File: config.mk
export PLATFORM = sky130hd
export DESIGN_NAME = ft600_mode245_rx_engine
export DESIGN_NICKNAME = d
export VERILOG_FILES = /design/src/rtl/ft600_pkg.sv /design/src/rtl/sync_fwft_fifo.sv /design/src/rtl/sync_fwft_fifo_chk.sv /design/src/rtl/ft600_mode245_rx_engine.sv
export SDC_FILE = /design/constraint.sdc
export NUM_CORES = 1
export LEC_CHECK = 0
export CAP_MARGIN = 20
export CORE_MARGIN = 5
export CORE_UTILIZATION = 35
export CTS_CLUSTER_DIAMETER = 50
export DETAILED_ROUTE_END_ITERATION = 7
export HOLD_SLACK_MARGIN = 0.12
export PLACE_DENSITY = 0.59
export REMOVE_ABC_BUFFERS = 1
export SLEW_MARGIN = 20
export SYNTH_ARGS = -nofsm -noshare
export SYNTH_HDL_FRONTEND = slang
export SYNTH_SLANG_ARGS = --single-unit
File: constraint.sdc
create_clock -name clk -period 11 [get_ports clk]
set_clock_uncertainty 0.05 [all_clocks]
set_input_delay 1.1 -clock clk [delete_from_list [all_inputs] [get_ports clk]]
set_output_delay 1.1 -clock clk [all_outputs]
set_load 0.03 [all_outputs]
File: src/rtl/ft600_pkg.sv
// ----------------------------------------------------------------------------
// ft600_pkg
// Constants and FSM state encoding shared by the FT600 245-synchronous-FIFO
// receive and transmit engines.
//   DATA_WIDTH : FT600 data bus width
//   BE_WIDTH   : byte-enable width (one bit per data byte)
//   ft_state_e : bus-owning FSM states (idle, turnaround, transfer, release)
// ----------------------------------------------------------------------------
package ft600_pkg;

   localparam int DATA_WIDTH = 16;
   localparam int BE_WIDTH   = DATA_WIDTH / 8;

   typedef enum logic [1:0] {
      ST_IDLE = 2'd0,
      ST_OE   = 2'd1,
      ST_READ = 2'd2,
      ST_DONE = 2'd3
   } ft_state_e;

endpackage

File: src/rtl/sync_fwft_fifo.sv
// ----------------------------------------------------------------------------
// sync_fwft_fifo
// Single-clock first-word-fall-through FIFO: circular RAM, wrapping pointers and
// a separate occupancy counter. The head entry is always visible on dout.
//   clk, rst : clock, asynchronous active-low reset (pointers and count only)
//   push/din : write din at the write pointer
//   pop      : advance the read pointer (ignored while empty)
//   dout     : entry at the read pointer
//   count    : occupancy 0..2**ADDR_WIDTH
//   empty    : count == 0
//   full     : count == 2**ADDR_WIDTH
// ----------------------------------------------------------------------------
module sync_fwft_fifo #(
   parameter int WIDTH      = 18,
   parameter int ADDR_WIDTH = 4
) (
   input  logic                clk,
   input  logic                rst,
   input  logic                push,
   input  logic                pop,
   input  logic [WIDTH-1:0]    din,
   output logic [WIDTH-1:0]    dout,
   output logic [ADDR_WIDTH:0] count,
   output logic                empty,
   output logic                full
);

   localparam int DEPTH = 1 << ADDR_WIDTH;
   localparam logic [ADDR_WIDTH-1:0] PTR_ZERO = {ADDR_WIDTH{1'b0}};
   localparam logic [ADDR_WIDTH-1:0] PTR_ONE  = {{(ADDR_WIDTH-1){1'b0}}, 1'b1};
   localparam logic [ADDR_WIDTH:0]   CNT_ZERO = {(ADDR_WIDTH+1){1'b0}};
   localparam logic [ADDR_WIDTH:0]   CNT_ONE  = {{ADDR_WIDTH{1'b0}}, 1'b1};
   localparam logic [ADDR_WIDTH:0]   CNT_FULL = {1'b1, {ADDR_WIDTH{1'b0}}};

   logic [WIDTH-1:0]      mem_q [DEPTH];
   logic [ADDR_WIDTH-1:0] wr_ptr_q;
   logic [ADDR_WIDTH-1:0] wr_ptr_d;
   logic [ADDR_WIDTH-1:0] rd_ptr_q;
   logic [ADDR_WIDTH-1:0] rd_ptr_d;
   logic [ADDR_WIDTH:0]   count_q;
   logic [ADDR_WIDTH:0]   count_d;
   logic                  empty_s;
   logic                  full_s;
   logic                  pop_ok_s;
   logic                  push_ok_s;

   assign empty_s   = (count_q == CNT_ZERO);
   assign full_s    = (count_q == CNT_FULL);
   assign pop_ok_s  = pop && !empty_s;
   // At full a write is accepted only alongside a read, which frees the slot.
   assign push_ok_s = push && (!full_s || pop_ok_s);

   // Next-state pointers and occupancy; pointers wrap naturally at DEPTH
   always_comb begin
      wr_ptr_d = wr_ptr_q;
      rd_ptr_d = rd_ptr_q;
      count_d  = count_q;
      if (push_ok_s) begin
         wr_ptr_d = wr_ptr_q + PTR_ONE;
      end else begin
         wr_ptr_d = wr_ptr_q;
      end
      if (pop_ok_s) begin
         rd_ptr_d = rd_ptr_q + PTR_ONE;
      end else begin
         rd_ptr_d = rd_ptr_q;
      end
      case ({push_ok_s, pop_ok_s})
         2'b10:   count_d = count_q + CNT_ONE;
         2'b01:   count_d = count_q - CNT_ONE;
         default: count_d = count_q;
      endcase
   end

   // Pointer and occupancy registers; contents are abandoned on reset
   always_ff @(posedge clk or negedge rst) begin
      if (!rst) begin
         wr_ptr_q <= PTR_ZERO;
         rd_ptr_q <= PTR_ZERO;
         count_q  <= CNT_ZERO;
      end else begin
         wr_ptr_q <= wr_ptr_d;
         rd_ptr_q <= rd_ptr_d;
         count_q  <= count_d;
      end
   end

   // Storage array; no reset so it maps onto plain RAM
   always_ff @(posedge clk) begin
      if (push_ok_s) begin
         mem_q[wr_ptr_q] <= din;
      end
   end

   assign dout  = mem_q[rd_ptr_q];
   assign count = count_q;
   assign empty = empty_s;
   assign full  = full_s;

   sync_fwft_fifo_chk #(
      .ADDR_WIDTH (ADDR_WIDTH)
   ) u_chk (
      .clk   (clk),
      .rst   (rst),
      .push  (push),
      .pop   (pop_ok_s),
      .full  (full_s),
      .empty (empty_s),
      .count (count_q)
   );

endmodule

File: src/rtl/sync_fwft_fifo_chk.sv
// ----------------------------------------------------------------------------
// sync_fwft_fifo_chk
// Property checker for sync_fwft_fifo; observes only, drives nothing.
//   clk, rst : clock and asynchronous active-low reset of the observed FIFO
//   push     : write request as presented to the FIFO
//   pop      : accepted read (already qualified by non-empty)
//   full     : FIFO full flag
//   empty    : FIFO empty flag
//   count    : FIFO occupancy
// ----------------------------------------------------------------------------
module sync_fwft_fifo_chk #(
   parameter int ADDR_WIDTH = 4
) (
   input logic                clk,
   input logic                rst,
   input logic                push,
   input logic                pop,
   input logic                full,
   input logic                empty,
   input logic [ADDR_WIDTH:0] count
);

   localparam logic [ADDR_WIDTH:0] CNT_ZERO = {(ADDR_WIDTH+1){1'b0}};
   localparam logic [ADDR_WIDTH:0] CNT_FULL = {1'b1, {ADDR_WIDTH{1'b0}}};

   // A write into a full buffer is only legal when a read frees a slot on the same edge
   a_no_overflow: assert property (@(posedge clk) disable iff (!rst)
      !(push && full && !pop));

   // Occupancy never exceeds the buffer depth
   a_count_range: assert property (@(posedge clk) disable iff (!rst)
      count <= CNT_FULL);

   // Empty flag agrees with the occupancy counter
   a_empty_flag: assert property (@(posedge clk) disable iff (!rst)
      empty == (count == CNT_ZERO));

endmodule

File: src/rtl/ft600_mode245_rx_engine.sv
// ----------------------------------------------------------------------------
// ft600_mode245_rx_engine
// Receive engine for the FT600 245-synchronous-FIFO bus. When the FT600 has
// data, the arbiter grants the bus and there is room, it runs one burst
// (OE turnaround, READ, DONE) and drains words into a local FWFT buffer.
//   clk       : ft_clk, all logic on the rising edge
//   rst       : asynchronous reset, active-low
//   ft_data   : FT600 data bus (sampled only)
//   ft_be     : FT600 byte enables (sampled with data)
//   ft_rxf    : active-low, FT600 holds data to read
//   ft_oe     : active-low FT600 output enable (registered)
//   ft_rd     : active-low read strobe (registered)
//   bus_gnt   : arbiter grant, only consulted when starting a burst
//   busy      : bus owned, high from OE through DONE (registered)
//   rx_en     : pop request from user logic
//   rx_out    : head-of-buffer data
//   rx_be     : head-of-buffer byte enables
//   rx_empty  : buffer empty
//   rx_count  : buffer occupancy 0..2**RX_BUF_WIDTH
// ----------------------------------------------------------------------------
module ft600_mode245_rx_engine #(
   parameter int RX_BUF_WIDTH = 4,
   parameter int DATA_WIDTH   = 16
) (
   input  logic                    clk,
   input  logic                    rst,
   input  logic [DATA_WIDTH-1:0]   ft_data,
   input  logic [DATA_WIDTH/8-1:0] ft_be,
   input  logic                    ft_rxf,
   output logic                    ft_oe,
   output logic                    ft_rd,
   input  logic                    bus_gnt,
   output logic                    busy,
   input  logic                    rx_en,
   output logic [DATA_WIDTH-1:0]   rx_out,
   output logic [DATA_WIDTH/8-1:0] rx_be,
   output logic                    rx_empty,
   output logic [RX_BUF_WIDTH:0]   rx_count
);

   import ft600_pkg::*;

   localparam int BE_W   = DATA_WIDTH / 8;
   localparam int WORD_W = DATA_WIDTH + BE_W;
   // Occupancy one below full: a lone push from here fills the buffer.
   localparam logic [RX_BUF_WIDTH:0] CNT_LAST = {1'b0, {RX_BUF_WIDTH{1'b1}}};

   ft_state_e             state_q;
   ft_state_e             state_d;
   logic                  ft_oe_q;
   logic                  ft_oe_d;
   logic                  ft_rd_q;
   logic                  ft_rd_d;
   logic                  busy_q;
   logic                  busy_d;

   logic                  push_s;
   logic                  pop_s;
   logic [WORD_W-1:0]     fifo_dout_s;
   logic [RX_BUF_WIDTH:0] fifo_count_s;
   logic                  fifo_empty_s;
   logic                  fifo_full_s;

   // A word moves on every edge where our strobe is low and the FT600 still has data.
   assign push_s = (state_q == ST_READ) && !ft_rd_q && !ft_rxf;
   assign pop_s  = rx_en && !fifo_empty_s;

   // Next state and next registered bus controls
   always_comb begin
      state_d = state_q;
      ft_oe_d = 1'b1;
      ft_rd_d = 1'b1;
      busy_d  = 1'b0;
      case (state_q)
         ST_IDLE: begin
            if (!ft_rxf && bus_gnt && !fifo_full_s) begin
               state_d = ST_OE;
               ft_oe_d = 1'b0;
               busy_d  = 1'b1;
            end else begin
               state_d = ST_IDLE;
            end
         end
         ST_OE: begin
            busy_d = 1'b1;
            if (!ft_rxf) begin
               state_d = ST_READ;
               ft_oe_d = 1'b0;
               ft_rd_d = 1'b0;
            end else begin
               state_d = ST_DONE;
            end
         end
         ST_READ: begin
            busy_d = 1'b1;
            // Stop on the very edge that fills the buffer so ft_rd rises
            // before a word could be sampled with nowhere to put it.
            if (ft_rxf || (push_s && !pop_s && (fifo_count_s == CNT_LAST))) begin
               state_d = ST_DONE;
            end else begin
               state_d = ST_READ;
               ft_oe_d = 1'b0;
               ft_rd_d = 1'b0;
            end
         end
         ST_DONE: begin
            state_d = ST_IDLE;
         end
         default: begin
            state_d = ST_IDLE;
         end
      endcase
   end

   // FSM state and bus-control registers; reset releases the bus immediately
   always_ff @(posedge clk or negedge rst) begin
      if (!rst) begin
         state_q <= ST_IDLE;
         ft_oe_q <= 1'b1;
         ft_rd_q <= 1'b1;
         busy_q  <= 1'b0;
      end else begin
         state_q <= state_d;
         ft_oe_q <= ft_oe_d;
         ft_rd_q <= ft_rd_d;
         busy_q  <= busy_d;
      end
   end

   sync_fwft_fifo #(
      .WIDTH      (WORD_W),
      .ADDR_WIDTH (RX_BUF_WIDTH)
   ) u_rx_buf (
      .clk   (clk),
      .rst   (rst),
      .push  (push_s),
      .pop   (pop_s),
      .din   ({ft_be, ft_data}),
      .dout  (fifo_dout_s),
      .count (fifo_count_s),
      .empty (fifo_empty_s),
      .full  (fifo_full_s)
   );

   assign ft_oe    = ft_oe_q;
   assign ft_rd    = ft_rd_q;
   assign busy     = busy_q;
   assign rx_out   = fifo_dout_s[DATA_WIDTH-1:0];
   assign rx_be    = fifo_dout_s[WORD_W-1:DATA_WIDTH];
   assign rx_empty = fifo_empty_s;
   assign rx_count = fifo_count_s;

endmodule

After elaboration in Yosys (flattened, before gate mapping)
Memories as Yosys holds them, arrays and structs flattened.
Cells that the tools add are included.
{"block": "op_classes", "addsub": 4, "n_eq_ne": 7, "muxes": 14, "reduce_logical": 20}
{"operator": "$pmux 5 s2", "n": 1}
{"operator": "$logic_and 1x1->1", "n": 9}
{"operator": "$mux 1", "n": 9}
{"operator": "$add 4x1->4 const B", "n": 2}
{"operator": "$pmux 2 s4", "n": 1}
{"operator": "$eq 2x2->1 const B", "n": 3}
{"operator": "$add 5x1->5 const B", "n": 1}
{"operator": "$eq 5x4->1 const B", "n": 1}
{"operator": "$eq 5x5->1 const B", "n": 1}
{"operator": "$logic_not 1->1", "n": 5}
{"operator": "$logic_not 5->1", "n": 1}
{"operator": "$sub 5x1->5 const B", "n": 1}
{"operator": "$eq 2x1->1 const B", "n": 2}
{"operator": "$pmux 1 s2", "n": 2}
{"operator": "$pmux 1 s3", "n": 1}
{"operator": "$logic_not 2->1", "n": 1}
{"operator": "$logic_or 1x1->1", "n": 2}
{"operator": "$reduce_bool 2->1", "n": 1}
{"operator": "$reduce_or 2->1", "n": 1}
{"block": "word_totals", "ff_bits": 18, "ramBits": 288, "in_bits": 23, "output_inout_bits": 27, "word_cells": 53, "n_memories": 1}
{"memory": "u_rx_buf.mem_q", "depth": 16, "width": 18, "read_ports": 1, "rd_clocked_by_memory_dff": 0, "wr": 1, "line": "sync_fwft_fifo.sv:35", "rtl": "logic [WIDTH-1:0] mem_q [DEPTH];"}

Logic depth before layout (Yosys ltp)
Gate-level depths: netlist of the first run.
{"block": "depth", "ltp_word": 9, "mapped_depth": 10, "ltp_nobuf": 9}

Hierarchy
Synthesis of the first run repeated with hierarchy kept, for this count alone.
{"block": "unflattened", "hier_cells": 633, "area_unflattened_um2": 12170.4}
{"mod": "sync_fwft_fifo", "n_inst": 1, "cells_each": 605, "area_per_inst_um2": 11858.9, "seq_area_each_um2": 8973.6}
{"mod": "ft600_mode245_rx_engine", "n_inst": 1, "cells_each": 28, "area_per_inst_um2": 311.5, "seq_area_each_um2": 127.6}

Worst setup path after synthesis of the first run
Ideal clock, no wire load.
{"block": "synth_path", "kind": "input -> register", "startpoint": "input port ft_rxf", "endpoint": "memory u_rx_buf.mem_q[3][0] (enable)", "t_arrival_ns": 3.528, "required_time_ns": 10.534, "path_slack_ns": 7.006, "stages": 5, "cell_sequence": "or3b_2 -> clkbuf_1 -> a31oi_2 -> nand2_1 -> nor3_1"}
{"block": "synth_via", "elab_chain_len": 5}
{"element": "start: declaration", "line": "ft600_mode245_rx_engine.sv:29", "rtl": "input logic ft_rxf,"}
{"element": "$logic_not 1->1"}
{"element": "$logic_and 1x1->1", "line": "ft600_mode245_rx_engine.sv:65", "rtl": "assign push_s = (state_q == ST_READ) && !ft_rd_q && !ft_rxf;"}
{"element": "$logic_and 1x1->1", "line": "sync_fwft_fifo.sv:51", "rtl": "assign push_ok_s = push && (!full_s || pop_ok_s);"}
{"element": "$mux 1", "line": "sync_fwft_fifo.sv:90", "rtl": "if (push_ok_s) begin"}
{"element": "$mux 1 (not written as such)", "line": "sync_fwft_fifo.sv:91", "rtl": "mem_q[wr_ptr_q] <= din;"}
{"element": "end: declaration", "line": "sync_fwft_fifo.sv:35"}
No other way between the ends.

Worst setup path after layout of the first run
{"block": "layout_path", "startpoint": "register u_rx_buf.rd_ptr_q[0]", "endpoint": "output port rx_out[7]"}
{"block": "layout_via", "elab_chain_len": 1}
{"element": "start: declaration", "line": "sync_fwft_fifo.sv:38", "rtl": "logic [ADDR_WIDTH-1:0] rd_ptr_q;"}
{"element": "start signal: assignment", "line": "sync_fwft_fifo.sv:83", "rtl": "rd_ptr_q <= rd_ptr_d;"}
{"element": "$mem_v2 16x18"}
{"element": "end: declaration", "line": "ft600_mode245_rx_engine.sv:35", "rtl": "output logic [DATA_WIDTH-1:0] rx_out,"}
No other way between the ends.

==> results of run 1 <==
[flip-flops by register name (all words and copies together), names as in the netlist]
register and cells:
u_rx_buf.wr_ptr_q 4, busy 1, ft_rd 1, u_rx_buf.rd_ptr_q 4, ft_oe 1, u_rx_buf.count 5, u_rx_buf.mem_q 288, state_q 2
[report_power, final]
| group | leakage (nW) | internal (mW) | switching, mW | total, mW |
|---|---|---|---|---|
| Clock | 0.531 | 0.639 | 0.446 | 1.09 |
| Combinational | 1.18 | 0.504 | 0.589 | 1.09 |
| Sequential | 2.80 | 1.34 | 0.0935 | 1.43 |
[cells by family after synthesis]
kind of cell	share of synthesized area, %
AOI/OAI and AO/OA	3.03
xor gates and xnor gates	0.663
adders and majority gates	1.43
buffers and inverters	1.12
DFF	76.6
muxes	14.3
and+or+nand+nor	2.83
[synthesized netlist by cell type, types with 2 or more instances]
cell type    n
mux4_2      72
a21o_1       2
nor2b_1      2
nand2_1     30
a21oi_1      4
dfstp_2      2
o21ai_0      2
xor2_1       2
edfxtp_1   288
nor2_1      16
and2_1       2
nand2b_1     4
nand4b_1     2
mux2_2       3
dfrtp_1     16
nand4_1      2
xnor2_1      7
a22oi_1     36
nor3_1       5
buf_1        6
buf_2        7
or3_1        2
ha_1        12
clkbuf_1    15
inv_1        5
[how the worst max path moves through the flow]
| stage | start | end | slack (ps) | cells after the start |
|---|---|---|---|---|
| finish | u_rx_buf.rd_ptr_q[0] | rx_out[7] | 6050 | 5 |
| global route | u_rx_buf.rd_ptr_q[0] | rx_out[7] | 5760 | 5 |
| CTS | u_rx_buf.rd_ptr_q[0] | rx_out[7] | 5940 | 5 |
| detailed placement | u_rx_buf.rd_ptr_q[0] | rx_out[7] | 6490 | 5 |
| global placement | u_rx_buf.rd_ptr_q[0] | rx_out[7] | 6510 | 5 |
| floorplan | u_rx_buf.rd_ptr_q[0] | rx_be[1] | 5880 | 3 |
[through the flow]
step	utilization (%)	cell area (µm²)	hold slack, ps	worst slack, ps	total power [mW]
after global placement	38.9	13000	435	6510	2.54
after detailed placement	38.9	13000	442	6490	2.57
after floorplan	-	11800	444	5880	2.19
final	42.1	14100	454	6050	3.61
after CTS	42.1	14100	455	5940	3.66
after global routing	42.1	14100	497	5760	3.79
[worst max-delay path, cell delays in order, from the launching register on]
cell and delay, ps:
dfrtp_4 940, buf_4 730, mux4_2 590, a22oi_1 220
nand2_1 140, clkdlybuf4s50_1 620
[cell type report]
| type | instances | area (µm²) | share of cell area (%) |
|---|---|---|---|
| sequential | 306 | 9110 | 64.5 |
| clock buffer | 46 | 948 | 6.72 |
| clock inverter | 17 | 143 | 1.01 |
| tap | 448 | 561 | 3.97 |
| inverter | 5 | 18.8 | 0.133 |
| multi-input combinational | 220 | 2730 | 19.3 |
| timing repair buffer | 66 | 618 | 4.38 |
[routing by layer]
metal	vias up	part of all wire, %	GRT usage [%]
met4	0	2.4	4.27
met3	38	4.3	2.17
met5	-	0	0
met2	139	50	22.4
li1	2474	-	-
met1	2986	44	18.5
==> results.cfg, run 1 <==
[yosys]
synth_top_cell_area_share_pct = 72.8
synthesis.area_um2 = 11900
syn_area_per_cell_um2 = 21.3
synth-edff-count = 288
yosysSeqAreaShare_pct = 76.6
yosys-top-cells-area = edfxtp_1 73%, mux4_2 14%, dfrtp_1 3.4%
synth_ff_type = edfxtp_1
yosys_warnings = 0
syn-instance-count = 559
synthDistinctLibCells = 40
synthArstFlopShare_pct = 5.88
yosys.area.top_type = edfxtp_1
yosys_register_bits = 306

[detailed_routing]
wl_per_cell_um = 22.9
vias_per_cell = 5.09
drt-initial-drc-count = 459
num_vias = 5637
dr.pass1.iters = 4
drt-total-wl_um = 25300
ant_nets = 0
drc = 0

[global_route]
antenna_found_initial = 0
grt_max_degree = 74
grt_pass1_wl_um = 39000
grtUsageTotal_pct = 13.5
grt_pass1_vias = 6295
grt-ovfl-total = 0

[sta]
post-route-period-util_pct = 45.0
grt_setup_unrepaired = false
max_clock_freq_mhz = 202
finalSetupViolCount = 0
slew_violations = 0
setup-tns-final_ps = 0
worst_pin_slew_ps = 1110
fin_crit_ps = 4950
slew_headroom_pct = 25.7
hold_viol = 0

[critical_path]
cp-start-kind = flop
crit_path_end_kind = output pin
criticalPathCategory = flop to output pin
worstReg2RegEnd = u_rx_buf.count[4]
worstPathRequired_ps = 9850
r2r_cells = 8
cp_max_fo = 39
worstPathArrival_ps = 3800
r2r_slack_ps = 7770
timing.rr.start = u_rx_buf.count[0]

[clocking]
numCtsBuffers = 35
cts_max_level = 2
clock_path_buffers = 3
ctsResizeCount = 0
clock_latency_ps = 500
hold_buffers = 0
cts_sinks = 306
cts_tree = done
clk_pin_slew_ps = 60
cts-root-buf = clkbuf_16
cts_setup_buffers = 0

[run]
drv_cap = 0

[die]
die_y_um = 194
core_area_um2 = 33500
initial_core_util_pct = 35.4
io_pins = 50
die-width_um = 194
die_area_um2 = 37700
std_cell_rows = 67

[layout]
drive_above_1_share_pct = 25.6
final_cell_mix = 288 x edfxtp_1, 72 x mux4_2, 49 x clkdlybuf4s50_1, 36 x a22oi_1, 36 x clkbuf_16
final_cell_count_no_fill = 1108
fill_cells = 2942
antennaDiodeCount = 0
area_delta_synth_final_pct = 18.8
final_nets = 670
final_common_cell = edfxtp_1

[power]
p_leak_nw = 4.51
pwr_density_cell_nw_per_um2 = 256
vdd_ir_drop_max_uv = 155

[placement]
place.gp.congestion = 0.721
dpl.hpwl_um = 13500
port_buffers = 49
dp.cells = 1045

[hold_path]
holdPathEnd = u_rx_buf.rd_ptr_q[1]
min_path_cells = 2
hold_path.class = flop to flop
min_from = u_rx_buf.rd_ptr_q[1]

[run_status]
status = finished clean
Power figures use the tool's default switching activity.
==> run 2: changes to the inputs <==
--- a/config.mk
+++ b/config.mk
@@ -11,7 +11,7 @@
 export CTS_CLUSTER_DIAMETER = 50
 export DETAILED_ROUTE_END_ITERATION = 7
 export HOLD_SLACK_MARGIN = 0.12
-export PLACE_DENSITY = 0.59
+export PLACE_DENSITY = 0.61
 export REMOVE_ABC_BUFFERS = 1
 export SLEW_MARGIN = 20
 export SYNTH_ARGS = -nofsm -noshare
==> constraint.sdc (replaced) <==
create_clock -name clk -period 4.4 [get_ports clk]
set_clock_uncertainty 0.05 [all_clocks]
set_input_delay 0.44 -clock clk [delete_from_list [all_inputs] [get_ports clk]]
set_output_delay 0.44 -clock clk [all_outputs]
set_load 0.03 [all_outputs]
==> results.cfg, run 2 (synthesized netlist as in run 1, its figures left out) <==
[run_status]
status = finished clean

[critical_path]
crit_buf_inv = 2
crit_path_end_kind = output pin
path_delay_family = buffers and inverters
cp_max_fo = 20
cp-start-kind = flop
criticalPathCategory = flop to output pin
max_stage_delay_ps = 690
worstPathArrival_ps = 3180
crit_chain = buf_4 > mux4_2 > a22oi_1 > nand2_1 > clkdlybuf4s50_1
cpMaxStageDelayCell = dfrtp_4
worstPathRequired_ps = 3910

[layout]
final_cell_mix = 288 x edfxtp_1, 72 x mux4_2, 49 x clkdlybuf4s50_1, 36 x a22oi_1, 34 x clkbuf_16
final_common_cell = edfxtp_1
largest-register = u_rx_buf.mem_q
antennaDiodeCount = 0
largest_reg_flops = 288
top_regs = u_rx_buf.mem_q x288, u_rx_buf.count x5
final_nets = 680
final_cell_count_no_fill = 1117
stdcell_area_um2 = 14200
fill_cells = 2946
multi_input_area_um2 = 2710
area_delta_synth_final_pct = 19.5
regArea_um2 = 9110
drive_above_1_share_pct = 26.6

[power]
p_total_mw = 9.07
power_frac_comb_pct = 30.5
p_sw_mw = 2.82
intPower_mw = 6.25
p_seq_share_pct = 39.5
p_sw_share_pct = 31.1
p_leak_nw = 4.56
p_clk_share_pct = 30.0
pwr_density_cell_nw_per_um2 = 639
vdd_ir_drop_max_uv = 472

[sta]
worst_pin_slew_ps = 867
max_clock_freq_mhz = 272
post-route-period-util_pct = 83.5
slew_violations = 0
finalSetupViolCount = 0
holdWs_ps = 387
fin_crit_ps = 3670
hold_viol = 0
slew_headroom_pct = 42.0
grt_setup_unrepaired = false

[clocking]
cts_max_level = 2
cts_sinks = 306
numCtsBuffers = 34
cts_setup_buffers = 0
ctsResizeCount = 0
clock_latency_ps = 500
cts-root-buf = clkbuf_16
clk_pin_slew_ps = 60
hold_buffers = 0
clock_path_buffers = 3
cts_tree = done

[global_route]
grt_max_degree = 48
grt_pass1_wl_um = 38400
antenna_found_initial = 0
grt-ovfl-total = 0
grt_pass1_vias = 6218
grtUsageTotal_pct = 13.3

[placement]
dp.cells = 1056
dpl.hpwl_um = 14500
port_buffers = 49
place.gp.congestion = 0.810
place_area_um2 = 13100

[detailed_routing]
drt-initial-drc-count = 528
num_vias = 5684
dr.pass1.iters = 5
ant_nets = 0
wl_per_cell_um = 22.6
vias_per_cell = 5.09
drt-total-wl_um = 25300
drc = 0

[die]
initial_core_util_pct = 35.4
die_area_um2 = 37700
core_area_um2 = 33500
io_pins = 50
die_y_um = 194
std_cell_rows = 67
die-width_um = 194

[run]
drv_cap = 0

[hold_path]
hold_path.class = input port to asynchronous set/reset pin
## run 2: routing by layer
metal,routed length [µm],share of wire [%],GRT usage (%)
met5,0,0,0
met4,466,1.8,3.39
met3,1230,4.9,2.33
met2,13000,52,22.6
met1,10500,42,17.9
## run 2: area by class of cell
class | instances | share of cell area, %
Sequential cell | 306 | 64.1
Timing Repair Buffer | 77 | 5.11
Tap cell | 448 | 3.95
Multi-Input combinational cell | 220 | 19.1
Clock inverter | 19 | 1.41
Clock buffer | 42 | 6.20
Inverter | 5 | 0.132
## run 2: per-stage QoR
stage	worst slack [ps]	utilization (%)	TNS (ps)
3_3_place_gp	1170	39.1	0
2_1_floorplan	-55.1	-	-976
5_1_grt	503	42.3	0
6_report	727	42.3	0
3_5_place_dp	1130	39.1	0
4_1_cts	625	42.3	0
## run 2: power groups by stage
stage | Sequential, mW | Combinational, mW | Clock [mW]
after floorplan | 3.80 | 1.67 | 0
after detailed placement | 3.65 | 2.83 | 0
final | 3.58 | 2.77 | 2.72
after global placement | 3.63 | 2.80 | 0
after global routing | 3.61 | 2.99 | 2.92
after CTS | 3.59 | 2.84 | 2.78
## run 2: path summary, 6_finish.rpt
check / slack, ps / to / cells after the start / from
worst min register to register: 520 / u_rx_buf.rd_ptr_q[3] / 1 / u_rx_buf.rd_ptr_q[3]
worst max-delay path: 730 / rx_out[15] / 5 / u_rx_buf.rd_ptr_q[0]
worst min-delay path: 390 / u_rx_buf.count[4] / 1 / rst
min in group clk: 520 / u_rx_buf.rd_ptr_q[3] / 1 / u_rx_buf.rd_ptr_q[3]
max in group asynchronous: 3290 / u_rx_buf.rd_ptr_q[0] / 1 / rst
worst max register to register: 1180 / u_rx_buf.count[4] / 8 / u_rx_buf.count[0]
==> run 3: changes to the inputs <==
==> constraint.sdc (replaced) <==
create_clock -name clk -period 3.1 [get_ports clk]
set_clock_uncertainty 0.05 [all_clocks]
set_input_delay 0.31 -clock clk [delete_from_list [all_inputs] [get_ports clk]]
set_output_delay 0.31 -clock clk [all_outputs]
set_load 0.03 [all_outputs]
==> results.cfg, run 3 (synthesized netlist as in run 1, its figures left out) <==
[run_status]
status = finished clean

[sta]
slew_violations = 0
finalSetupViolCount = 0
hold_viol = 0
post-route-period-util_pct = 95.6
slew_headroom_pct = 43.8
worst_pin_slew_ps = 840
fin_crit_ps = 2960
grt_setup_unrepaired = false
holdWs_ps = 202
max_clock_freq_mhz = 337

[global_route]
grtUsageTotal_pct = 13.0
grt_max_degree = 53
antenna_found_initial = 0
grt_pass1_wl_um = 37800
grt_pass1_vias = 6203
grt-ovfl-total = 0

[detailed_routing]
drt-total-wl_um = 24900
dr.pass1.iters = 4
drt-initial-drc-count = 399
drc = 0
wl_per_cell_um = 22.1
ant_nets = 0
num_vias = 5637
vias_per_cell = 5.00

[layout]
stdcell_area_um2 = 14400
final_nets = 692
top_regs = u_rx_buf.mem_q x288, u_rx_buf.count x5
final_cell_count_no_fill = 1128
drive_above_1_share_pct = 28.4
fill_cells = 2891
final_cell_mix = 288 x edfxtp_1, 72 x mux4_2, 36 x a22oi_1, 31 x clkbuf_16, 31 x clkdlybuf4s50_1
fin_util_pct = 43.1
antennaDiodeCount = 0
final_common_cell = edfxtp_1
area_delta_synth_final_pct = 21.6
largest_reg_flops = 288
largest-register = u_rx_buf.mem_q

[die]
std_cell_rows = 67
die-width_um = 194
core_area_um2 = 33500
io_pins = 50
initial_core_util_pct = 35.4
die_area_um2 = 37700
die_y_um = 194

[critical_path]
criticalPathCategory = flop to flop
cp_max_fo = 6
worstPathArrival_ps = 3340
worstPathRequired_ps = 3470
cp-start-kind = flop
crit_path_end_kind = flop

[power]
pwr_density_cell_nw_per_um2 = 877
p_leak_nw = 4.69
p_total_mw = 12.7
vdd_ir_drop_max_uv = 583

[placement]
dpl.hpwl_um = 14300
port_buffers = 49
dp.cells = 1065
place.gp.congestion = 0.735
place_area_um2 = 13400

[clocking]
hold_buffers = 0
cts-root-buf = clkbuf_16
cts_max_level = 1
clock_latency_ps = 540
cts_sinks = 306
numCtsBuffers = 31
clk_pin_slew_ps = 60
clock_path_buffers = 3
cts_tree = done

[hold_path]
hold_path.class = input port to asynchronous set/reset pin

[run]
drv_cap = 0
==> run 3: cell count changes in the layout (fill, tap and decap cells not counted), sizes merged <==
cell / previous run / this run
buf: 28 / 43
bufinv: 3 / 2
clkdlybuf4s50: 49 / 31
clkinv: 9 / 8
dlygate4sd2: 0 / 18
inv: 10 / 8
==> run 3: area by class of cell <==
| cell class | count | area, µm² | area share [%] |
|---|---|---|---|
| repair buffers | 92 | 1050 | 7.29 |
| flip-flops and latches | 306 | 9110 | 63.0 |
| clock buffers | 42 | 847 | 5.86 |
| clock inverters | 15 | 151 | 1.05 |
| inverters | 5 | 18.8 | 0.130 |
| well taps | 448 | 561 | 3.88 |
| multi-input cells | 220 | 2710 | 18.7 |
==> run 3: final timing paths <==
kind                                 startpoint  cells after the start  slack, ps              endpoint
setup / recovery              u_rx_buf.count[2]                      8        140     u_rx_buf.count[4]
hold / removal                              rst                      1        200  u_rx_buf.rd_ptr_q[0]
setup reg to reg              u_rx_buf.count[2]                      8        140     u_rx_buf.count[4]
hold reg to reg            u_rx_buf.rd_ptr_q[3]                      1        520  u_rx_buf.rd_ptr_q[3]
max in group asynchronous                   rst                      1       2190  u_rx_buf.rd_ptr_q[0]
min in group clk                        bus_gnt                      5        430            state_q[0]
==> run 3: worst max-delay path: stages, from the launching register on <==
cell and delay, ps:
dfrtp_1 430, or4_1 520, o21a_1 210, and2_1 220
fa_1 430, a21o_1 180, a21oi_1 310, nand3_1 130
a311o_1 360
==> run 3: what timing repair did <==
item | 4_1_cts | 5_1_grt
setup endpoints to repair | 18 | 8
endpoints found under the hold margin | 0 | 0
gates cloned | 0 | 0
buffers inserted | 2 | 4
gates resized for setup | 18 | 0
==> run 3: through the flow <==
stage	worst slack, ps	TNS (ps)
4_1_cts	8.42	0
5_1_grt	11.8	0
2_1_floorplan	-1230	-45830
3_3_place_gp	134	0
3_5_place_dp	123	0
6_report	135	0
==> run 3: metal layers <==
layer  GRT usage, %  routed length (µm)  part of all wire, %  vias up
li1               -                   -                    -     2514
met1           17.0               10500                   42     2971
met2           22.9               12800                   52      123
met3           2.28                1150                  4.6       29
met4           2.63                 367                  1.5        0
met5              0                   0                    0        -
==> run 3: report_power, final <==
part / total (mW) / switching [mW] / internal (mW)
clock network: 3.58 / 1.49 / 2.09
logic: 4.17 / 2.30 / 1.87
registers: 4.92 / 0.174 / 4.74
